`src/rtl/serial_byte_deser_if.sv`:
```
// Bundles the serial input, word output stream and status signals of serial_byte_deser.
// Clock and reset stay outside the interface.
interface serial_byte_deser_if #(
    parameter int DATA_W     = 8,
    parameter int FIFO_DEPTH = 4
);
    logic                          bit_in;
    logic                          bit_valid;
    logic [DATA_W-1:0]             out_data;
    logic                          out_valid;
    logic                          out_ready;
    logic                          frame_err;
    logic                          overflow;
    logic                          clr_ovf;
    logic [$clog2(FIFO_DEPTH):0]   fifo_count;

    modport master (
        output bit_in, bit_valid, out_ready, clr_ovf,
        input  out_data, out_valid, frame_err, overflow, fifo_count
    );

    modport slave (
        input  bit_in, bit_valid, out_ready, clr_ovf,
        output out_data, out_valid, frame_err, overflow, fifo_count
    );
endinterface

```
`src/rtl/serial_byte_deser.sv`:
```
// Deserialises start/data/stop framed bits (LSB first) into words and buffers them
// in a small FIFO with valid/ready output, framing-error pulse and sticky overflow.
//
// state  | meaning
// S_IDLE | line idle, waiting for a 0 start bit
// S_DATA | shifting in DATA_W data bits, cnt = next bit position
// S_STOP | expecting the 1 stop bit; good word is pushed, bad one discarded
module serial_byte_deser #(
    parameter int DATA_W     = 8,
    parameter int FIFO_DEPTH = 4
) (
    input  logic               clk,
    input  logic               rst,
    serial_byte_deser_if.slave bus
);
    localparam int BIT_W = (DATA_W > 1) ? $clog2(DATA_W) : 1;
    localparam int PTR_W = $clog2(FIFO_DEPTH);
    localparam int CNT_W = PTR_W + 1;
    localparam logic [BIT_W-1:0] LAST_BIT = BIT_W'(DATA_W - 1);
    localparam logic [BIT_W-1:0] BIT_ONE  = BIT_W'(1);
    localparam logic [PTR_W-1:0] PTR_ONE  = PTR_W'(1);
    localparam logic [CNT_W-1:0] CNT_ONE  = CNT_W'(1);
    localparam logic [CNT_W-1:0] FULL_CNT = CNT_W'(FIFO_DEPTH);

    typedef enum logic [1:0] {
        S_IDLE = 2'd0,
        S_DATA = 2'd1,
        S_STOP = 2'd2
    } state_t;

    state_t             state_q, state_d;
    logic [BIT_W-1:0]   cnt_q, cnt_d;
    logic [DATA_W-1:0]  shift_q, shift_d;
    logic               frame_err_q, frame_err_d;
    logic               push_req;

    logic [DATA_W-1:0]  mem_q [FIFO_DEPTH];
    logic [DATA_W-1:0]  mem_d [FIFO_DEPTH];
    logic [PTR_W-1:0]   wr_ptr_q, wr_ptr_d;
    logic [PTR_W-1:0]   rd_ptr_q, rd_ptr_d;
    logic [CNT_W-1:0]   count_q, count_d;
    logic               overflow_q, overflow_d;
    logic               full, pop, do_push, drop;

    always_ff @(posedge clk or negedge rst) begin
        if (!rst) begin
            state_q     <= S_IDLE;
            cnt_q       <= '0;
            shift_q     <= '0;
            frame_err_q <= 1'b0;
        end else begin
            state_q     <= state_d;
            cnt_q       <= cnt_d;
            shift_q     <= shift_d;
            frame_err_q <= frame_err_d;
        end
    end

    always_comb begin
        state_d     = state_q;
        cnt_d       = cnt_q;
        shift_d     = shift_q;
        frame_err_d = 1'b0;
        push_req    = 1'b0;
        if (bus.bit_valid) begin
            case (state_q)
                S_IDLE: begin
                    if (!bus.bit_in) begin
                        state_d = S_DATA;
                        cnt_d   = '0;
                    end
                end
                S_DATA: begin
                    shift_d[cnt_q] = bus.bit_in;
                    if (cnt_q == LAST_BIT) begin
                        state_d = S_STOP;
                    end else begin
                        cnt_d = cnt_q + BIT_ONE;
                    end
                end
                S_STOP: begin
                    // a 0 stop bit only returns to IDLE; it never doubles as a start bit
                    if (bus.bit_in) begin
                        push_req = 1'b1;
                    end else begin
                        frame_err_d = 1'b1;
                    end
                    state_d = S_IDLE;
                end
                default: state_d = S_IDLE;
            endcase
        end
    end

    always_ff @(posedge clk or negedge rst) begin
        if (!rst) begin
            for (int i = 0; i < FIFO_DEPTH; i++) begin
                mem_q[i] <= '0;
            end
            wr_ptr_q   <= '0;
            rd_ptr_q   <= '0;
            count_q    <= '0;
            overflow_q <= 1'b0;
        end else begin
            mem_q      <= mem_d;
            wr_ptr_q   <= wr_ptr_d;
            rd_ptr_q   <= rd_ptr_d;
            count_q    <= count_d;
            overflow_q <= overflow_d;
        end
    end

    always_comb begin
        full     = (count_q == FULL_CNT);
        pop      = (count_q != '0) && bus.out_ready;
        // a pop on the same edge frees the slot, so a full FIFO still accepts the push
        do_push  = push_req && (!full || pop);
        drop     = push_req && full && !pop;
        mem_d    = mem_q;
        wr_ptr_d = wr_ptr_q;
        rd_ptr_d = rd_ptr_q;
        count_d  = count_q;
        if (do_push) begin
            mem_d[wr_ptr_q] = shift_q;
            wr_ptr_d        = wr_ptr_q + PTR_ONE;
        end
        if (pop) begin
            rd_ptr_d = rd_ptr_q + PTR_ONE;
        end
        case ({do_push, pop})
            2'b10:   count_d = count_q + CNT_ONE;
            2'b01:   count_d = count_q - CNT_ONE;
            default: count_d = count_q;
        endcase
        if (drop) begin
            overflow_d = 1'b1;
        end else if (bus.clr_ovf) begin
            overflow_d = 1'b0;
        end else begin
            overflow_d = overflow_q;
        end
    end

    assign bus.out_valid  = (count_q != '0);
    assign bus.out_data   = (count_q != '0) ? mem_q[rd_ptr_q] : '0;
    assign bus.fifo_count = count_q;
    assign bus.frame_err  = frame_err_q;
    assign bus.overflow   = overflow_q;
endmodule

```
`src/flat_wrapper.sv`:
```
// flat-port wrapper written by rule: the top's interface ports become plain ports
module serial_byte_deser_flat 
#(
    parameter int DATA_W     = 8,
    parameter int FIFO_DEPTH = 4
)
  (clk, rst, bus_bit_in, bus_bit_valid, bus_out_ready, bus_clr_ovf, bus_out_data, bus_out_valid, bus_frame_err, bus_overflow, bus_fifo_count);
  serial_byte_deser_if #(.DATA_W(DATA_W), .FIFO_DEPTH(FIFO_DEPTH)) bus_i ();
  input  logic clk;
  input  logic rst;
  input wire logic [$bits(bus_i.bit_in)-1:0] bus_bit_in;
  input wire logic [$bits(bus_i.bit_valid)-1:0] bus_bit_valid;
  input wire logic [$bits(bus_i.out_ready)-1:0] bus_out_ready;
  input wire logic [$bits(bus_i.clr_ovf)-1:0] bus_clr_ovf;
  output wire logic [$bits(bus_i.out_data)-1:0] bus_out_data;
  output wire logic [$bits(bus_i.out_valid)-1:0] bus_out_valid;
  output wire logic [$bits(bus_i.frame_err)-1:0] bus_frame_err;
  output wire logic [$bits(bus_i.overflow)-1:0] bus_overflow;
  output wire logic [$bits(bus_i.fifo_count)-1:0] bus_fifo_count;
  assign bus_i.bit_in = bus_bit_in;
  assign bus_i.bit_valid = bus_bit_valid;
  assign bus_i.out_ready = bus_out_ready;
  assign bus_i.clr_ovf = bus_clr_ovf;
  assign bus_out_data = bus_i.out_data;
  assign bus_out_valid = bus_i.out_valid;
  assign bus_frame_err = bus_i.frame_err;
  assign bus_overflow = bus_i.overflow;
  assign bus_fifo_count = bus_i.fifo_count;
  serial_byte_deser #(.DATA_W(DATA_W), .FIFO_DEPTH(FIFO_DEPTH)) u_core (.clk(clk), .rst(rst), .bus(bus_i));
endmodule
```
`config.mk`:
```
export PLATFORM = sky130hd
export DESIGN_NAME = serial_byte_deser_flat
export DESIGN_NICKNAME = d
export VERILOG_FILES = /design/src/rtl/serial_byte_deser_if.sv /design/src/rtl/serial_byte_deser.sv /design/src/flat_wrapper.sv
export SDC_FILE = /design/constraint.sdc
export NUM_CORES = 1
export LEC_CHECK = 0
export CAP_MARGIN = 30
export CORE_ASPECT_RATIO = 0.7
export CORE_MARGIN = 2
export CORE_UTILIZATION = 50
export DETAILED_ROUTE_END_ITERATION = 6
export PLACE_DENSITY = 0.8
export SLEW_MARGIN = 40
export SYNTH_ARGS = -nofsm -noshare
export SYNTH_HDL_FRONTEND = slang
export SYNTH_SLANG_ARGS = --single-unit
export TNS_END_PERCENT = 50
```
`constraint.sdc`:
```
create_clock -name clk -period 2.37 [get_ports clk]
set_clock_uncertainty 0.2 [all_clocks]
set_input_delay 0.5925 -clock clk [delete_from_list [all_inputs] [get_ports clk]]
set_output_delay 0.5925 -clock clk [all_outputs]
set_load 0.02 [all_outputs]
```
[After elaboration in Yosys (flattened, before gate mapping)]
Index checks and enable logic that the tools add are counted.
Cells by class
  multiplexer cells: 25
  $lt $le $gt $ge: 5
  eq/ne operators: 9
  reduce and logical (&&, ||, !) cells: 17
  bitwise operators: 2
  add/sub/neg operators: 5
Operator list (count)
  bitwise mux 32 bit: 1
  two-way mux 8 bit: 4
  binary-select mux 8 bit (select 2 bit): 1
  demux 8 bit (select 2 bit): 1
  one-hot mux 3 bit (2 select lines): 2
  two-way mux 1 bit: 9
  bitwise mux 8 bit: 1
  adder 3 x 1 -> 3 bit, second input constant: 2
  equality test 3 bit, second input constant: 2
  >= comparator 3 bit, second input constant: 2
  logical AND 1 bit: 6
  two-way mux 3 bit: 2
  NOT 2 -> 3 bit: 2
  nonzero test 2 bit: 3
  adder 2 x 1 -> 2 bit, second input constant: 2
  equality test 2 x 1 -> 1 bit, second input constant: 2
  equality test 2 bit, second input constant: 2
  < comparator 3 x 4 -> 1 bit, second input constant: 1
  two-way mux 2 bit: 2
  inequality test 2 bit, second input constant: 2
  one-hot mux 2 bit (2 select lines): 1
  AND reduction 4 bit: 1
  demux 1 bit (select 3 bit): 1
  >= comparator 3 x 1 -> 1 bit, second input constant: 1
  other kinds (9): 10
Word-level totals
  bits of input ports: 6
  register bits after elaboration: 54

[Logic depth before layout (Yosys ltp)]
Gate-level depths: netlist of run 1.
  word-level depth: 6
  mapped depth: 10
  depth with buffers taken out: 8

[Worst setup path after synthesis of run 1]
OpenSTA, ideal clock, no wires.
  path kind: input port to flip-flop
  start: input bus_out_ready
  end: register u_core.count_q[2], in the netlist u_core.bus.fifo_count[2]
  data required time: 2.090 ns
  path slack: -0.226 ns
  path buffers: 1
  stages on the path: 9
  arrival: 2.317 ns
  cell sequence: or4b_1 buf_6 nand2_2 ha_1 inv_1 fa_1 xor2_1 nor2_1 xor2_1
On the way
  word-level cells in the longest chain between the ends: 5
  elaborated cells between the ends (all ways): 7
  those cells by class: eq/ne (2); mux (1); reduce/logical (4)
RTL lines
  start: declaration: RTL line flat_wrapper.sv:13  | input wire logic [$bits(bus_i.out_ready)-1:0] bus_out_ready;
  logical AND 1 bit *: RTL line serial_byte_deser.sv:115  | pop = (count_q != '0) && bus.out_ready;
  logical OR 1 bit: RTL line serial_byte_deser.sv:117  | do_push = push_req && (!full || pop);
  logical AND 1 bit: RTL line serial_byte_deser.sv:117
  equality test 2 x 1 -> 1 bit / equality test 2 bit (equally long branches): RTL line serial_byte_deser.sv:130  | case ({do_push, pop})
  one-hot mux 3 bit (2 select lines) / nonzero test 2 bit (equally long branches)
  end signal: assignment: RTL line serial_byte_deser.sv:108  | count_q <= count_d;
  end: declaration: RTL line serial_byte_deser.sv:41  | logic [CNT_W-1:0] count_q, count_d;
Every way passes the cells marked *; elsewhere a longest branch is shown, timed or not.
A chain may end at the register's enable or synchronous reset.

[Worst setup path in the final report of run 1]
  start: register u_core.rd_ptr_q[0]
  end: output bus_out_data[3]
On the way
  word-level cells in the longest chain between the ends: 5
RTL lines
  start: declaration: RTL line serial_byte_deser.sv:40  | logic [PTR_W-1:0] rd_ptr_q, rd_ptr_d;
  start signal: assignment: RTL line serial_byte_deser.sv:107  | rd_ptr_q <= rd_ptr_d;
  NOT 2 -> 3 bit (not written as such): RTL line serial_byte_deser.sv:145  | assign bus.out_data = (count_q != '0) ? mem_q[rd_ptr_q] : '0;
  binary-select mux 8 bit (select 2 bit): RTL line serial_byte_deser.sv:145
  two-way mux 8 bit (not written as such) (2 in a row): RTL line serial_byte_deser.sv:145
  two-way mux 8 bit: RTL line serial_byte_deser.sv:145
  end: declaration: RTL line flat_wrapper.sv:15  | output wire logic [$bits(bus_i.out_data)-1:0] bus_out_data;
Every way passes these cells. The select of a mux whose other input is x is not followed.

==> flow_summary.json, run 1 <==
{
  "worstPathRequired_ns": 1.58,
  "syn_area_um2": 2690,
  "htreeDepth": 2,
  "grtUsageTotal": 0.179,
  "hpwl_mm": 3.39,
  "path_buf_inv": 2,
  "numCtsBuffers": 5,
  "startpoint_type": "register",
  "p_leak_uw": 0.00159,
  "critPathMaxStageDelay_ns": 0.51,
  "async_flop_share": 1.00,
  "slew_headroom": 0.558,
  "slew_viol_final": 0,
  "cap_viol_max_count": 0,
  "critPathArrivalTime_ns": 1.65,
  "num_rows": 22,
  "io-pin-count": 20,
  "synthFlopType": "dfrtp_1",
  "nNetsFinal": 230,
  "remaining_drc_errors": 0,
  "reg2reg_to": "u_core.bus.fifo_count[2]",
  "totalPowerFinal_uw": 2700,
  "root_buffer": "clkbuf_8",
  "fmax_ghz": 0.410,
  "period_minus_slack_ns": 2.44,
  "syn-num-nets": 193,
  "die_y_um": 65.3,
  "synth_edf_count": 0,
  "gr-total-overflow": 0,
  "coreArea_um2": 5200,
  "synth_cell_types": 30,
  "cts_tree": "built",
  "worst-setup-path-type": "register to primary output",
  "io_buffers": 19,
  "ys_ff_latch": 54,
  "reg2reg_from": "u_core.bus.fifo_count[0]",
  "yosysMostFrequentCell": "dfrtp_1",
  "end_kind": "primary output",
  "yosysSeqAreaShare": 0.503,
  "drtPass1Iterations": 4,
  "drt-initial-drc-count": 82,
  "postCtsHoldBufs": 0,
  "wl_per_cell_um": 16.1,
  "fillers": 383,
  "synth_area_leaders": "dfrtp_1 50%, mux2_4 18%, mux4_2 6.7%, mux2_2 3.8%, ha_1 3.3%",
  "cts_buffer_depth": 2,
  "numPlacedInstances": 281,
  "placed_area_um2": 3080,
  "clk-insertion-delay-late_ns": 0.31,
  "path_cells": "buf_6, mux4_2, and2_4, buf_6",
  "violations": "negative setup slack",
  "crit_fanout": 4,
  "syn_inst": 179,
  "p_per_area_nw_per_um2": 834,
  "rsz0062_at_grt": "true",
  "antenna_found_initial": 0,
  "grt_max_degree": 30,
  "place_congestion": 0.741,
  "yosys-top-cells-count": "54 x dfrtp_1, 32 x mux2_4, 10 x inv_1",
  "cts.clk_slew.worst_paths_ns": 0.10,
  "hold_viol": 0,
  "drt_wl_total_mm": 4.66,
  "drive_gt1_frac": 0.461,
  "layout.cells.non_filler": 289,
  "outcome": "finished, violations left",
  "hold_path_class": "primary input to async pin",
  "areaGrowthSynthToFinish_pct": 20.5,
  "slowest_stage": "mux4_2",
  "design_area_um2": 3230,
  "fin_crit_sh": 1.03,
  "post-cts-setup-buffer-count": 0,
  "vias_per_cell": 5.19,
  "setup_viol": 9,
  "die-area_um2": 5980,
  "yosys_warnings": 0,
  "syn_avg_cell_area_um2": 15.0,
  "grt_pass1_vias": 1534,
  "ir_drop_v": 0.000503,
  "r2r_slack_ns": 0,
  "path_common_cell": "buf_6",
  "grt_pass1_wl_mm": 8.11,
  "reg2regPathDepth": 9,
  "start_util": 0.516,
  "diodes": 0,
  "path_delay_family": "multiplexers",
  "num_vias": 1501,
  "yosysTopAreaCell": "dfrtp_1",
  "die_w_um": 91.6,
  "tightest_slew_ns": 0.663,
  "cts.sinks": 54,
  "synth_top_area_share": 0.503,
  "antenna_left": 0,
  "setup_ws_ns": -0.0720
}
[power breakdown]
part | leakage [uW] | switching, uW | internal [uW] | total, uW
sequential | 0.000726 | 217 | 1070 | 1290
combinational | 0.000815 | 357 | 443 | 800
clock | 0.0000514 | 295 | 315 | 610
total | 0.00159 | 869 | 1830 | 2700
[layout make-up]
class | count | area (um^2) | share of cell area
Clock buffer | 6 | 72.6 | 0.0224
Clock inverter | 2 | 37.5 | 0.0116
Inverter | 10 | 37.5 | 0.0116
Multi-Input combinational cell | 108 | 1310 | 0.404
Sequential cell | 54 | 1350 | 0.418
Tap cell | 72 | 90.1 | 0.0279
Timing Repair Buffer | 37 | 339 | 0.105
[flip-flops by register name, indices dropped and copies added (netlist names), 2 cells and up]
| signal | cells |
|---|---|
| u_core.wr_ptr_q | 2 |
| u_core.bus.fifo_count | 3 |
| u_core.shift_q | 8 |
| u_core.mem_q | 32 |
| u_core.state_q | 2 |
| u_core.rd_ptr_q | 2 |
| u_core.cnt_q | 3 |
[cells in the final DEF (no fill, tap or decap), drive strengths merged, types with 6 or more instances in the layout]
cell type	instances
and2	9
buf	27
clkbuf	6
clkdlybuf4s50	8
dfrtp	54
ha	7
inv	10
mux2	43
mux4	8
nand3	9
[cells by family (layout without fill, tap and decap cells)]
group	after synthesis	count (layout)	synth area share
AND/OR/NAND/NOR	38	38	0.101
XOR/XNOR	6	6	0.0196
buffers and inverters	17	55	0.0284
AO/OA/AOI/OAI	2	2	0.00419
multiplexers	54	54	0.303
adder cells (fa/ha/maj)	8	8	0.0401
flip-flops	54	54	0.503
[routing by layer]
metal / share of wire / wire length, um / track usage / vias to the layer above
met1: 0.49 / 2260 / 0.256 / 760
met3: 0.047 / 220 / 0.0413 / 6
met5: 0 / 0 / 0 / -
met4: 0.011 / 51 / 0.0568 / 0
met2: 0.46 / 2130 / 0.272 / 28
li1: - / - / - / 707
[through the flow]
step | util | TNS [ns] | hold WS, ns | setup WS (ns)
2_1_floorplan | - | -0.131 | 0.0969 | -0.122
3_3_place_gp | 0.592 | -8.57 | 0.290 | -0.443
3_5_place_dp | 0.592 | -9.39 | 0.294 | -0.496
4_1_cts | 0.617 | -0.765 | 0.121 | -0.112
5_1_grt | 0.622 | -1.12 | 0.143 | -0.136
6_report | 0.622 | -0.482 | 0.0988 | -0.0720
[what timing repair did]
| item | CTS | global route |
|---|---|---|
| gates resized for setup | 53 | 9 |
| setup endpoints to repair | 11 | 10 |
| pin swaps | 7 | 4 |
| endpoints found under the hold margin | 0 | 0 |
[how the worst max path moves through the flow]
stage / from / endpoint / depth (start not counted)
finish: u_core.rd_ptr_q[0] / bus_out_data[3] / 4
global placement: bus_out_ready / u_core.bus.fifo_count[2] / 9
CTS: u_core.rd_ptr_q[0] / bus_out_data[3] / 4
floorplan: bus_out_ready / u_core.bus.fifo_count[2] / 9
detailed placement: bus_out_ready / u_core.bus.fifo_count[2] / 9
global route: u_core.rd_ptr_q[0] / bus_out_data[5] / 4
No activity file was read; power rests on OpenSTA's default activity.
==> inputs of run 2 (changes only) <==
--- a/config.mk
+++ b/config.mk
@@ -7,10 +7,10 @@
 export LEC_CHECK = 0
 export CAP_MARGIN = 30
 export CORE_ASPECT_RATIO = 0.7
-export CORE_MARGIN = 2
+export CORE_MARGIN = 1
 export CORE_UTILIZATION = 50
 export DETAILED_ROUTE_END_ITERATION = 6
-export PLACE_DENSITY = 0.8
+export PLACE_DENSITY_LB_ADDON = 0.3
 export SLEW_MARGIN = 40
 export SYNTH_ARGS = -nofsm -noshare
 export SYNTH_HDL_FRONTEND = slang
==> flow_summary.json, run 2 (synthesis gave the netlist of run 1 again) <==
{
  "drive_gt1_frac": 0.465,
  "p_leak_uw": 0.00158,
  "rsz0062_at_grt": "true",
  "worstPathRequired_ns": 1.58,
  "postCtsHoldBufs": 0,
  "fin_crit_sh": 1.03,
  "place_congestion": 0.769,
  "fmax_ghz": 0.410,
  "io-pin-count": 20,
  "cts_tree": "built",
  "final_common_cell": "dfrtp_1",
  "layout.cells.non_filler": 284,
  "largest_reg_flops": 32,
  "post-cts-setup-buffer-count": 0,
  "slew_viol_final": 0,
  "fin_setup_tns_ns": -0.385,
  "cap_viol_max_count": 0,
  "slew_headroom": 0.539,
  "setup_viol": 8,
  "critPathArrivalTime_ns": 1.65,
  "layout_common_cells": "54 x dfrtp_1, 32 x mux2_4, 14 x buf_4",
  "num_vias": 1504,
  "vias_per_cell": 5.30,
  "grt_max_degree": 55,
  "crit_fanout": 7,
  "start_util": 0.541,
  "grtUsageTotal": 0.209,
  "numCtsBuffers": 5,
  "gr-total-overflow": 0,
  "wl_per_cell_um": 17.5,
  "remaining_drc_errors": 0,
  "regMostFlops": "u_core.mem_q",
  "place_ws_ns": -0.496,
  "antenna_left": 0,
  "die-area_um2": 5670,
  "ir_drop_v": 0.000454,
  "fin_util": 0.646,
  "hold_viol": 0,
  "multi_input_area_um2": 1310,
  "io_buffers": 19,
  "end_kind": "primary output",
  "clk-insertion-delay-late_ns": 0.30,
  "coreArea_um2": 4970,
  "htreeDepth": 2,
  "drt_wl_total_mm": 4.97,
  "worst-setup-path-type": "register to primary output",
  "violations": "negative setup slack",
  "numPlacedInstances": 276,
  "startpoint_type": "register",
  "areaGrowthSynthToFinish_pct": 19.5,
  "grt_pass1_vias": 1728,
  "fillers": 344,
  "num_rows": 21,
  "die_y_um": 63.3,
  "hpwl_mm": 3.54,
  "grt_pass1_wl_mm": 8.67,
  "cts.clk_slew.worst_paths_ns": 0.09,
  "top_regs": "u_core.mem_q: 32 flops, u_core.shift_q: 8 flops",
  "die_w_um": 89.6,
  "nNetsFinal": 228,
  "setup_ws_ns": -0.0680,
  "p_per_area_nw_per_um2": 826,
  "root_buffer": "clkbuf_8",
  "period_minus_slack_ns": 2.44,
  "totalPowerFinal_uw": 2650,
  "drt-initial-drc-count": 44,
  "tightest_slew_ns": 0.692,
  "cts.sinks": 54,
  "diodes": 0,
  "antenna_found_initial": 0,
  "cts_buffer_depth": 2,
  "drtPass1Iterations": 3,
  "outcome": "finished, violations left",
  "hold_path_class": "primary input to async pin",
  "seq_area_um2": 1350
}
[run 2: cell types whose count changed in the layout (fill, tap and decap cells not counted), sizes merged]
| cell | before | now |
|---|---|---|
| buf | 27 | 25 |
| bufinv | 1 | 0 |
| clkinv | 0 | 1 |
[run 2: layout make-up]
type / instances / area share
clock buffers: 6 / 0.0257
well taps: 69 / 0.0269
inverters: 10 / 0.0117
multi-input cells: 108 / 0.408
repair buffers: 35 / 0.103
clock inverters: 2 / 0.00390
flip-flops and latches: 54 / 0.421
[run 2: path summary, 6_finish.rpt]
check | start | slack [ns] | depth (start not counted) | end
min in group clk | u_core.mem_q[8] | 0.32 | 1 | u_core.mem_q[8]
hold / removal | rst | 0.21 | 2 | u_core.wr_ptr_q[1]
hold reg to reg | u_core.mem_q[8] | 0.32 | 1 | u_core.mem_q[8]
max in group asynchronous | rst | 1.31 | 2 | u_core.mem_q[24]
setup reg to reg | u_core.bus.fifo_count[0] | 0.01 | 9 | u_core.bus.fifo_count[2]
setup / recovery | u_core.rd_ptr_q[0] | -0.07 | 4 | bus_out_data[7]
[run 2: stage by stage]
| stage | hold WS, ns | instance area, um^2 |
|---|---|---|
| 4_1_cts | 0.231 | 3180 |
| 2_1_floorplan | 0.0969 | 2710 |
| 3_3_place_gp | 0.289 | 3070 |
| 6_report | 0.209 | 3210 |
| 3_5_place_dp | 0.293 | 3070 |
| 5_1_grt | 0.258 | 3210 |
[run 2: per-layer routing]
layer  up-vias  share of wire  track usage
met5         -              0            0
met4         0         0.0038       0.0476
met3         4          0.022       0.0472
met2        11           0.49        0.340
met1       791           0.48        0.284
li1        698              -            -
[run 2: worst max-delay path, stage by stage (launching register included)]
cell and delay, ns:
dfrtp_1 0.42, buf_12 0.15, mux4_2 0.50, and2_4 0.15, buf_6 0.12
[run 2: report_power, final]
group          total, uW  internal (uW)  switching [uW]
registers           1290           1070             217
logic                832            458             374
clock network        529            235             293
total               2650           1770             885
[run 2: what timing repair did]
item | 4_1_cts | 5_1_grt
gates resized for setup | 51 | 10
pin swaps | 5 | 5
endpoints found under the setup margin | 11 | 10
==> inputs of run 3 (changes only) <==
--- a/config.mk
+++ b/config.mk
@@ -6,7 +6,6 @@
 export NUM_CORES = 1
 export LEC_CHECK = 0
 export CAP_MARGIN = 30
-export CORE_ASPECT_RATIO = 0.7
 export CORE_MARGIN = 1
 export CORE_UTILIZATION = 50
 export DETAILED_ROUTE_END_ITERATION = 6
@@ -15,4 +14,3 @@
 export SYNTH_ARGS = -nofsm -noshare
 export SYNTH_HDL_FRONTEND = slang
 export SYNTH_SLANG_ARGS = --single-unit
-export TNS_END_PERCENT = 50
==> flow_summary.json, run 3 (synthesis gave the netlist of run 1 again) <==
{
  "outcome": "finished, violations left",
  "violations": "negative setup slack",
  "p_leak_uw": 0.00160,
  "num_rows": 26,
  "drt-initial-drc-count": 58,
  "layout.cells.non_filler": 285,
  "diodes": 0,
  "grtUsageTotal": 0.202,
  "cts_tree": "built",
  "areaGrowthSynthToFinish_pct": 20.8,
  "num_vias": 1507,
  "hold_path_class": "primary input to async pin",
  "critPathArrivalTime_ns": 1.65,
  "postCtsHoldBufs": 0,
  "end_kind": "primary output",
  "regMostFlops": "u_core.mem_q",
  "top_regs": "u_core.mem_q: 32 flops, u_core.shift_q: 8 flops",
  "cap_viol_max_count": 0,
  "crit_fanout": 5,
  "design_area_um2": 3240,
  "clk-insertion-delay-late_ns": 0.31,
  "setup_viol": 8,
  "largest_reg_flops": 32,
  "root_buffer": "clkbuf_8",
  "wl_per_cell_um": 17.3,
  "hold_viol": 0,
  "numPlacedInstances": 275,
  "slew_headroom": 0.703,
  "fin_crit_sh": 1.03,
  "cts.sinks": 54,
  "layout_common_cells": "54 x dfrtp_1, 32 x mux2_4, 12 x buf_6, 12 x buf_4",
  "grt_max_degree": 55,
  "worst-setup-path-type": "register to primary output",
  "remaining_drc_errors": 0,
  "period_minus_slack_ns": 2.44,
  "worstPathRequired_ns": 1.58,
  "vias_per_cell": 5.29,
  "htreeDepth": 2,
  "hpwl_mm": 3.39,
  "fmax_ghz": 0.410,
  "grt_pass1_vias": 1595,
  "die_y_um": 75.3,
  "cts.clk_slew.worst_paths_ns": 0.09,
  "nNetsFinal": 229,
  "place_ws_ns": -0.467,
  "slew_viol_final": 0,
  "start_util": 0.522,
  "io_buffers": 19,
  "drive_gt1_frac": 0.465,
  "final_common_cell": "dfrtp_1",
  "grt_pass1_wl_mm": 8.11,
  "reg2regPathDepth": 9,
  "die-area_um2": 5670,
  "io-pin-count": 20,
  "gr-total-overflow": 0,
  "drtPass1Iterations": 4,
  "placed_area_um2": 3070,
  "ir_drop_v": 0.000577,
  "antenna_found_initial": 0,
  "cts_buffer_depth": 2,
  "die_w_um": 75.3,
  "drt_wl_total_mm": 4.93,
  "numCtsBuffers": 5,
  "setup_ws_ns": -0.0692,
  "startpoint_type": "register",
  "p_per_area_nw_per_um2": 845,
  "fillers": 393,
  "rsz0062_at_grt": "true",
  "tightest_slew_ns": 0.446,
  "antenna_left": 0,
  "place_congestion": 0.837,
  "coreArea_um2": 5140
}
-- run 3: layout make-up --
type	count	area, um^2	area share
clock buffers	6	82.6	0.0255
clock inverters	1	30.0	0.00926
inverters	10	37.5	0.0116
multi-input cells	108	1310	0.403
flip-flops and latches	54	1350	0.417
well taps	70	87.6	0.0270
repair buffers	36	349	0.108
-- run 3: repair_timing --
action | in CTS | in global routing
pin swaps | 6 | 9
cloned | 1 | 0
gates resized for setup | 46 | 19
setup endpoints to repair | 11 | 10
setup buffers | 3 | 1
-- run 3: critical path: stages (launching register included) --
cell     delay [ns]
dfrtp_1        0.39
buf_6          0.16
mux4_2         0.51
and2_4         0.16
buf_6          0.12
-- run 3: worst paths after layout --
kind | start | to | slack, ns
worst max-delay path | u_core.rd_ptr_q[0] | bus_out_data[0] | -0.07
worst max register to register | u_core.bus.fifo_count[0] | u_core.bus.fifo_count[2] | 0.03
max in group asynchronous | rst | u_core.mem_q[12] | 1.66
min in group clk | u_core.mem_q[27] | u_core.mem_q[27] | 0.31
worst min register to register | u_core.mem_q[27] | u_core.mem_q[27] | 0.31
worst min-delay path | rst | u_core.bus.fifo_count[0] | 0.06
-- run 3: per-layer routing --
layer / wire, um / GRT usage / vias up / part of all wire
met3: 135 / 0.0535 / 10 / 0.027
met5: 0 / 0 / - / 0
met1: 2160 / 0.248 / 778 / 0.44
met2: 2540 / 0.342 / 19 / 0.52
li1: - / - / 700 / -
met4: 91 / 0.0741 / 0 / 0.018
-- run 3: power breakdown --
part / internal (uW) / switching (uW)
logic: 457 / 379
clock network: 338 / 283
registers: 1070 / 211
-- run 3: through the flow --
| stage | power [uW] | setup TNS (ns) | utilization | hold WS [ns] |
|---|---|---|---|---|
| after floorplan | 1750 | -0.116 | - | 0.0969 |
| after global placement | 2040 | -9.15 | 0.598 | 0.288 |
| after detailed placement | 2100 | -9.79 | 0.598 | 0.293 |
| after CTS | 2820 | -0.988 | 0.628 | 0.0811 |
| after global routing | 2890 | -0.877 | 0.631 | 0.0710 |
| final | 2740 | -0.348 | 0.631 | 0.0562 |
